==> src/rtl/clk_strobe_pkg.sv <==
// clk_strobe_pkg: shared default divider and counter-width helper for clk_strobe.
package clk_strobe_pkg;
  localparam int DIV_DEFAULT = 128;
  function automatic int cnt_width(input int div);
    return (div > 2) ? $clog2(div) : 1;
  endfunction
endpackage

==> src/rtl/clk_strobe.sv <==
// clk_strobe: one-cycle strobe every DIV clocks; CLK_STROBE_HALF_EN adds a mid-period strobe_half.
module clk_strobe
  import clk_strobe_pkg::*;
#(
  parameter int DIV = DIV_DEFAULT
) (
  input  logic clk,
  input  logic reset,
  output logic strobe
`ifdef CLK_STROBE_HALF_EN
  ,
  output logic strobe_half
`endif
);
  localparam int W = cnt_width(DIV);
  localparam logic [W-1:0] LAST = W'(DIV - 1);
  logic [W-1:0] cnt, cnt_nxt;
  if (DIV < 1) begin : g_bad_div
    $error("clk_strobe: DIV must be >= 1");
  end
  assign cnt_nxt = (cnt == LAST) ? '0 : cnt + W'(1);
  always_ff @(posedge clk or negedge reset) begin
    if (!reset) begin
      cnt    <= '0;
      strobe <= 1'b0;
    end else begin
      cnt    <= cnt_nxt;
      strobe <= (cnt == LAST);
    end
  end
`ifdef CLK_STROBE_HALF_EN
  localparam logic [W-1:0] HALF = W'(DIV / 2);
  // keyed on the next count so the pulse lands on the edge where cnt becomes DIV/2
  always_ff @(posedge clk or negedge reset) begin
    if (!reset) strobe_half <= 1'b0;
    else strobe_half <= (cnt_nxt == HALF);
  end
`endif
endmodule

==> config.mk <==
export PLATFORM = sky130hd
export DESIGN_NAME = clk_strobe
export DESIGN_NICKNAME = d
export VERILOG_FILES = /design/src/rtl/clk_strobe_pkg.sv /design/src/rtl/clk_strobe.sv
export SDC_FILE = /design/constraint.sdc
export NUM_CORES = 1
export LEC_CHECK = 0
export CORE_AREA = 2 2 39 41
export DETAILED_ROUTE_END_ITERATION = 12
export DIE_AREA = 0 0 41 43
export HOLD_SLACK_MARGIN = 0.15
export PLACE_DENSITY = 0.37
export SLEW_MARGIN = 0
export SYNTH_ARGS = -nofsm -noshare
export SYNTH_HDL_FRONTEND = slang
export SYNTH_SLANG_ARGS = --single-unit
==> constraint.sdc <==
create_clock -name clk -period 1.51 [get_ports clk]
set_input_delay 0.151 -clock clk [delete_from_list [all_inputs] [get_ports clk]]
set_output_delay 0.151 -clock clk [all_outputs]
set_load 0.05 [all_outputs]
### Yosys cells after proc, flatten, opt, wreduce, memory -nomap -nowiden

Cells that the tools add are included.

| operators by class | value |
|---|---|
| $add $sub $neg | 1 |
| divide/modulo/power cells | 0 |
| $lt $le $gt $ge | 0 |
| bitwise logic cells | 0 |
| reduce and logical (&&, ||, !) cells | 0 |
| shift-type cells | 0 |
| mux-type cells | 1 |
| eq/ne operators | 1 |
| multipliers | 0 |

Operators by type and width:

| cell | number |
|---|---|
| adder 7 x 1 -> 7 bit, second input constant | 1 |
| == test 7 bit, second input constant | 1 |
| 2-to-1 mux 7 bit | 1 |

| word-level totals | value |
|---|---|
| logic and storage cells | 5 |
| memories kept | 0 |
| bits of input ports | 2 |
| register bits | 8 |
| memory bits (writable) | 0 |
| output and inout bits | 1 |
| bits in latches | 0 |
| bits in read-only memories | 0 |

### Depth between registers and ports, before layout

| depth | value |
|---|---|
| word-level depth | 2 |
| depth in mapped cells | 4 |
| gate-level depth less buffers | 4 |

### Worst setup path after synthesis

No wires, ideal clock.

| timing | value |
|---|---|
| path type | register -> register |
| start point | reg cnt[0] |
| end point | reg cnt[3] |
| data required time | 1.380 ns |
| buffers on the path | 0 |
| path slack | 0.389 ns |
| clock period less this slack | 1.121 ns |
| data arrival time | 0.990 ns |
| cell stages (with the launch flop) | 5 |
| library setup time | 0.130 ns |
| path through | dfrtp_1 -> ha_1 -> nand3_1 -> nor2_1 -> nor2_1 |

| between the ends | value |
|---|---|
| word-level cells in the longest chain between the ends | 2 |
| elaborated cells between the ends (all ways) | 3 |
| classes of those cells | 1 x add/sub; 1 x eq/ne; 1 x mux |

RTL lines:

| element | RTL line | source |
|---|---|---|
| from (decl) | clk_strobe.sv:17 | `logic [W-1:0] cnt, cnt_nxt;` |
| from (signal assigned) | clk_strobe.sv:27 | `cnt <= cnt_nxt;` |
| adder 7 x 1 -> 7 bit / == test 7 bit (equally long branches) | clk_strobe.sv:21 | `assign cnt_nxt = (cnt == LAST) ? '0 : cnt + W'(1);` |
| 2-to-1 mux 7 bit * | clk_strobe.sv:21 |  |
| named net cnt_nxt[3] | clk_strobe.sv:17 |  |

Mark *: on every way through the listed nets, which the timed path passes. The rest lies on a longest branch.

### Worst setup path in the final report

Ends and elaborated chain as after synthesis.

==> impl_table.tex <==
\begin{tabular}{lr}
\hline
Metric & Value \\
\hline
\multicolumn{2}{l}{\textbf{Worst setup path}} \\
Maximum cell stage delay along the critical path & 0.38 ns \\
WP data required & 1.63 ns \\
CP max stage cell & sky130\_fd\_sc\_hd\_\_dfrtp\_1 \\
Endpoint of the lowest-slack register-to-register path & cnt[3]\$\_DFF\_PN0\_ \\
Cell chain of the critical path & ha\_1, nand3\_1, nor2\_1, nor2\_1 \\
Startpoint of the worst-slack reg-to-reg timing path & cnt[0]\$\_DFF\_PN0\_ \\
Endpoint kind of the worst setup timing path & register \\
Cell repeated most along the worst path & sky130\_fd\_sc\_hd\_\_nor2\_1 \\
Crit Path Class & register to register \\
Top fanout value on the critical path & 5 \\
Crit path launch type & register \\
Origin of the worst setup path & cnt[0]\$\_DFF\_PN0\_ \\
R2r setup slk & roughly 0.21 ns \\
Worst r2r path cells & 4 \\
Arrival time of the worst setup path & approximately 1.4 ns \\
\multicolumn{2}{l}{\textbf{Clock network}} \\
Clk Tree Root Cell & sky130\_fd\_sc\_hd\_\_clkbuf\_4 \\
Count of cells resized by post-cts repair & 0 \\
Quantity of hold-fixing buffers added after cts & 0 \\
Clock tree from TritonCTS & yes \\
Clk buf depth & 2 \\
Inserted Clock Buffers & 3 \\
H-tree levels & 1 \\
Post-CTS setup-driven buffer insertion count & 0 \\
Reg clk slew, reported paths & approximately 0.050 ns \\
CTS Sinks & 8 \\
Source-to-sink clock delay at the later pin of the worst-skew pair & between 0.2 and 0.3 ns \\
\multicolumn{2}{l}{\textbf{Route}} \\
Drt via density & 4.23 \\
Post-detailed-route count of antenna-violating nets & 0 \\
Average detailed-routed wire length per instance & between 10 and 15 µm \\
Final routed DRC violation total & 0 \\
Final Routed Wirelength & about 520 µm \\
Starting DRT DRC Count & 2 \\
Routed vias & approximately 200 \\
Number of optimization iterations in the first detailed-route pass & 2 \\
\multicolumn{2}{l}{\textbf{STA}} \\
Fin Clk Skew & approximately 0.0054 ns \\
Final hold vios & 0 \\
Worst slack on hold paths & 0.173 ns \\
Final worst-path cycle share & 86.4\% \\
Transition time of the tightest slew-check pin & $\sim$0.38 ns \\
Number of failing setup endpoints in the final timing report & 0 \\
Relative max-transition margin & between 70\% and 80\% \\
Unrepaired setup endpoints after global routing & false \\
Post-layout minimum cycle time & $\sim$1.3 ns \\
Total Negative Setup Slacks & 0 ns \\
Final-report max-slew violation count & 0 \\
Max frequency & 766 MHz \\
\multicolumn{2}{l}{\textbf{Layout}} \\
Final \#Nets & 36 \\
Synthesis-to-finish area growth & 19.0\% \\
Layout cells sized above 1 & between 10\% and 20\% \\
\# fillers & 150 \\
Antenna Cells & 0 \\
\multicolumn{2}{l}{\textbf{Synthesis}} \\
Warning count from the yosys run & 0 \\
Dominant combinational cell family by area after synthesis & simple AND/OR/NAND/NOR gates \\
Share of the yosys chip area belonging to registers & a little over three fifths \\
FFs w/ async S/R, synth & 100\% \\
Synth Area in XOR/XNOR & between 10 and 15\% \\
Basic-gate share of the synthesized area counting and, or, nand and nor cells & $\sim$17\% \\
Number of enable-type register cells in the synthesized netlist & 0 \\
Count leader, synth & sky130\_fd\_sc\_hd\_\_dfrtp\_1 \\
Netlist cell types & 12 \\
Average footprint of a synthesized cell & roughly 12 µm² \\
Most used DFF post-synth & sky130\_fd\_sc\_hd\_\_dfrtp\_1 \\
Compound-gate portion of the synthesized area & 4.35\% \\
Post-synthesis mux area share & 0\% \\
Cell types with the largest area share after synthesis & sky130\_fd\_sc\_hd\_\_dfrtp\_1, sky130\_fd\_sc\_hd\_\_xor2\_1, sky130\_fd\_sc\_hd\_\_nor2\_1 \\
Area share of fa/ha/maj cells after synthesis & under 10\% \\
Dominant cell type by area after synthesis & sky130\_fd\_sc\_hd\_\_dfrtp\_1 \\
Cells after Synth & 26 \\
Synth Net Count & 29 \\
Register bit total from synthesis & 8 \\
Share of the synthesized area in the top cell type & 63.2\% \\
Leading cell types by count after synthesis & sky130\_fd\_sc\_hd\_\_dfrtp\_1, sky130\_fd\_sc\_hd\_\_nor2\_1, sky130\_fd\_sc\_hd\_\_xor2\_1 \\
Area of the mapped netlist & approximately 320 µm² \\
\multicolumn{2}{l}{\textbf{GRT}} \\
Via count of the first global-routing pass & about 190 \\
Maximum number of pins on one net before global-route repair & 9 \\
Global-route wire length before repair & between 900 and 1000 µm \\
Residual overflow from global routing & 0 \\
Number of antenna violations at the first check in global routing & 0 \\
Overall routing resource usage & under 10\% \\
\multicolumn{2}{l}{\textbf{Power and ir drop}} \\
LEAKAGE & between 0.00015 and 0.0002 µW \\
Maximum VDD drop & 0.000307 V \\
Areal power density over the cells & around 1000 nW/µm² \\
\multicolumn{2}{l}{\textbf{Worst hold path}} \\
Type of the worst min-delay path & input port to asynchronous set/reset pin \\
\multicolumn{2}{l}{\textbf{Place}} \\
IO buf count & 2 \\
Gp weighted congestion & 0.598 \\
\multicolumn{2}{l}{\textbf{Floorplanning}} \\
Horizontal die dimension & between 40 and 50 µm \\
Initial standard-cell utilization of the core & 22.9\% \\
Site Rows & 14 \\
Placeable Area & 1380 µm² \\
Area of the die & 1760 µm² \\
Die Span Y & around 43 µm \\
IO Pins & 3 \\
\multicolumn{2}{l}{\textbf{Run status}} \\
Outcome & finished, final reports clean \\
\multicolumn{2}{l}{\textbf{Flow run}} \\
Max-cap violations & 0 \\
\hline
\end{tabular}
[power by group]
part	internal [µW]	total (µW)	switching, µW
logic	2.29	6.26	3.97
clock network	90.7	160	69.2
registers	215	215	0
[cell type report]
type                    instances  area (µm²)  area share [%]
flip-flops and latches          8         200            53.2
well taps                      16        20.0            5.32
multi-input cells              18         116            30.9
clock buffers                   3        22.5            5.98
repair buffers                  2        17.5            4.65
[how the worst max path moves through the flow]
stage / end / cells past startpoint
6_report: cnt[3]$_DFF_PN0_ / 4
4_1_cts: cnt[3]$_DFF_PN0_ / 4
3_3_place_gp: cnt[3]$_DFF_PN0_ / 4
5_1_grt: cnt[1]$_DFF_PN0_ / 4
2_1_floorplan: cnt[3]$_DFF_PN0_ / 4
3_5_place_dp: cnt[3]$_DFF_PN0_ / 4
[flip-flops by register name, indices dropped and copies added (netlist names)]
name	cells
strobe	1
cnt	7
[worst max-delay path: cells and delay by family (launching register included)]
family	cells	cell delay (ns)
fa+ha+maj	1	0.20
flops	1	0.38
simple gates	3	0.59
[per-layer routing]
metal | vias to the layer above | part of all wire [%] | global-route usage (%)
met5 | - | 0 | 0
met4 | 0 | 1.4 | 8.00
met3 | 2 | 4.4 | 4.71
met2 | 2 | 43 | 8.75
met1 | 99 | 51 | 11.6
li1 | 96 | - | -
[per-stage QoR]
step,cell area [µm²],cells,setup slack [ns],power [µW],util [%]
2_1_floorplan,317,26,0.389,218,-
3_3_place_gp,354,44,0.194,225,25.6
3_5_place_dp,354,44,0.212,225,25.6
4_1_cts,377,47,0.203,392,27.2
5_1_grt,377,47,0.0612,406,27.2
6_report,377,47,0.205,381,27.2
[logic make-up (layout without fill, tap and decap cells)]
logic type / Yosys count / in the layout
and+or+nand+nor: 11 / 11
DFF: 8 / 8
xor gates and xnor gates: 4 / 4
AOI/OAI and AO/OA: 2 / 2
adders and majority gates: 1 / 1
buffers and inverters: 0 / 5
[layout by cell type (no fill, tap or decap)]
cell type                         count
sky130_fd_sc_hd__a21oi_2              1
sky130_fd_sc_hd__buf_4                1
sky130_fd_sc_hd__clkbuf_4             3
sky130_fd_sc_hd__clkdlybuf4s50_1      1
sky130_fd_sc_hd__dfrtp_1              8
sky130_fd_sc_hd__ha_1                 1
sky130_fd_sc_hd__nand2_1              2
sky130_fd_sc_hd__nand3_1              2
sky130_fd_sc_hd__nand3_2              1
sky130_fd_sc_hd__nor2_1               4
sky130_fd_sc_hd__nor2b_1              1
sky130_fd_sc_hd__o21ai_0              1
sky130_fd_sc_hd__or3_1                1
sky130_fd_sc_hd__xnor2_1              1
sky130_fd_sc_hd__xor2_1               3
No activity file was read; power rests on OpenSTA's default activity.
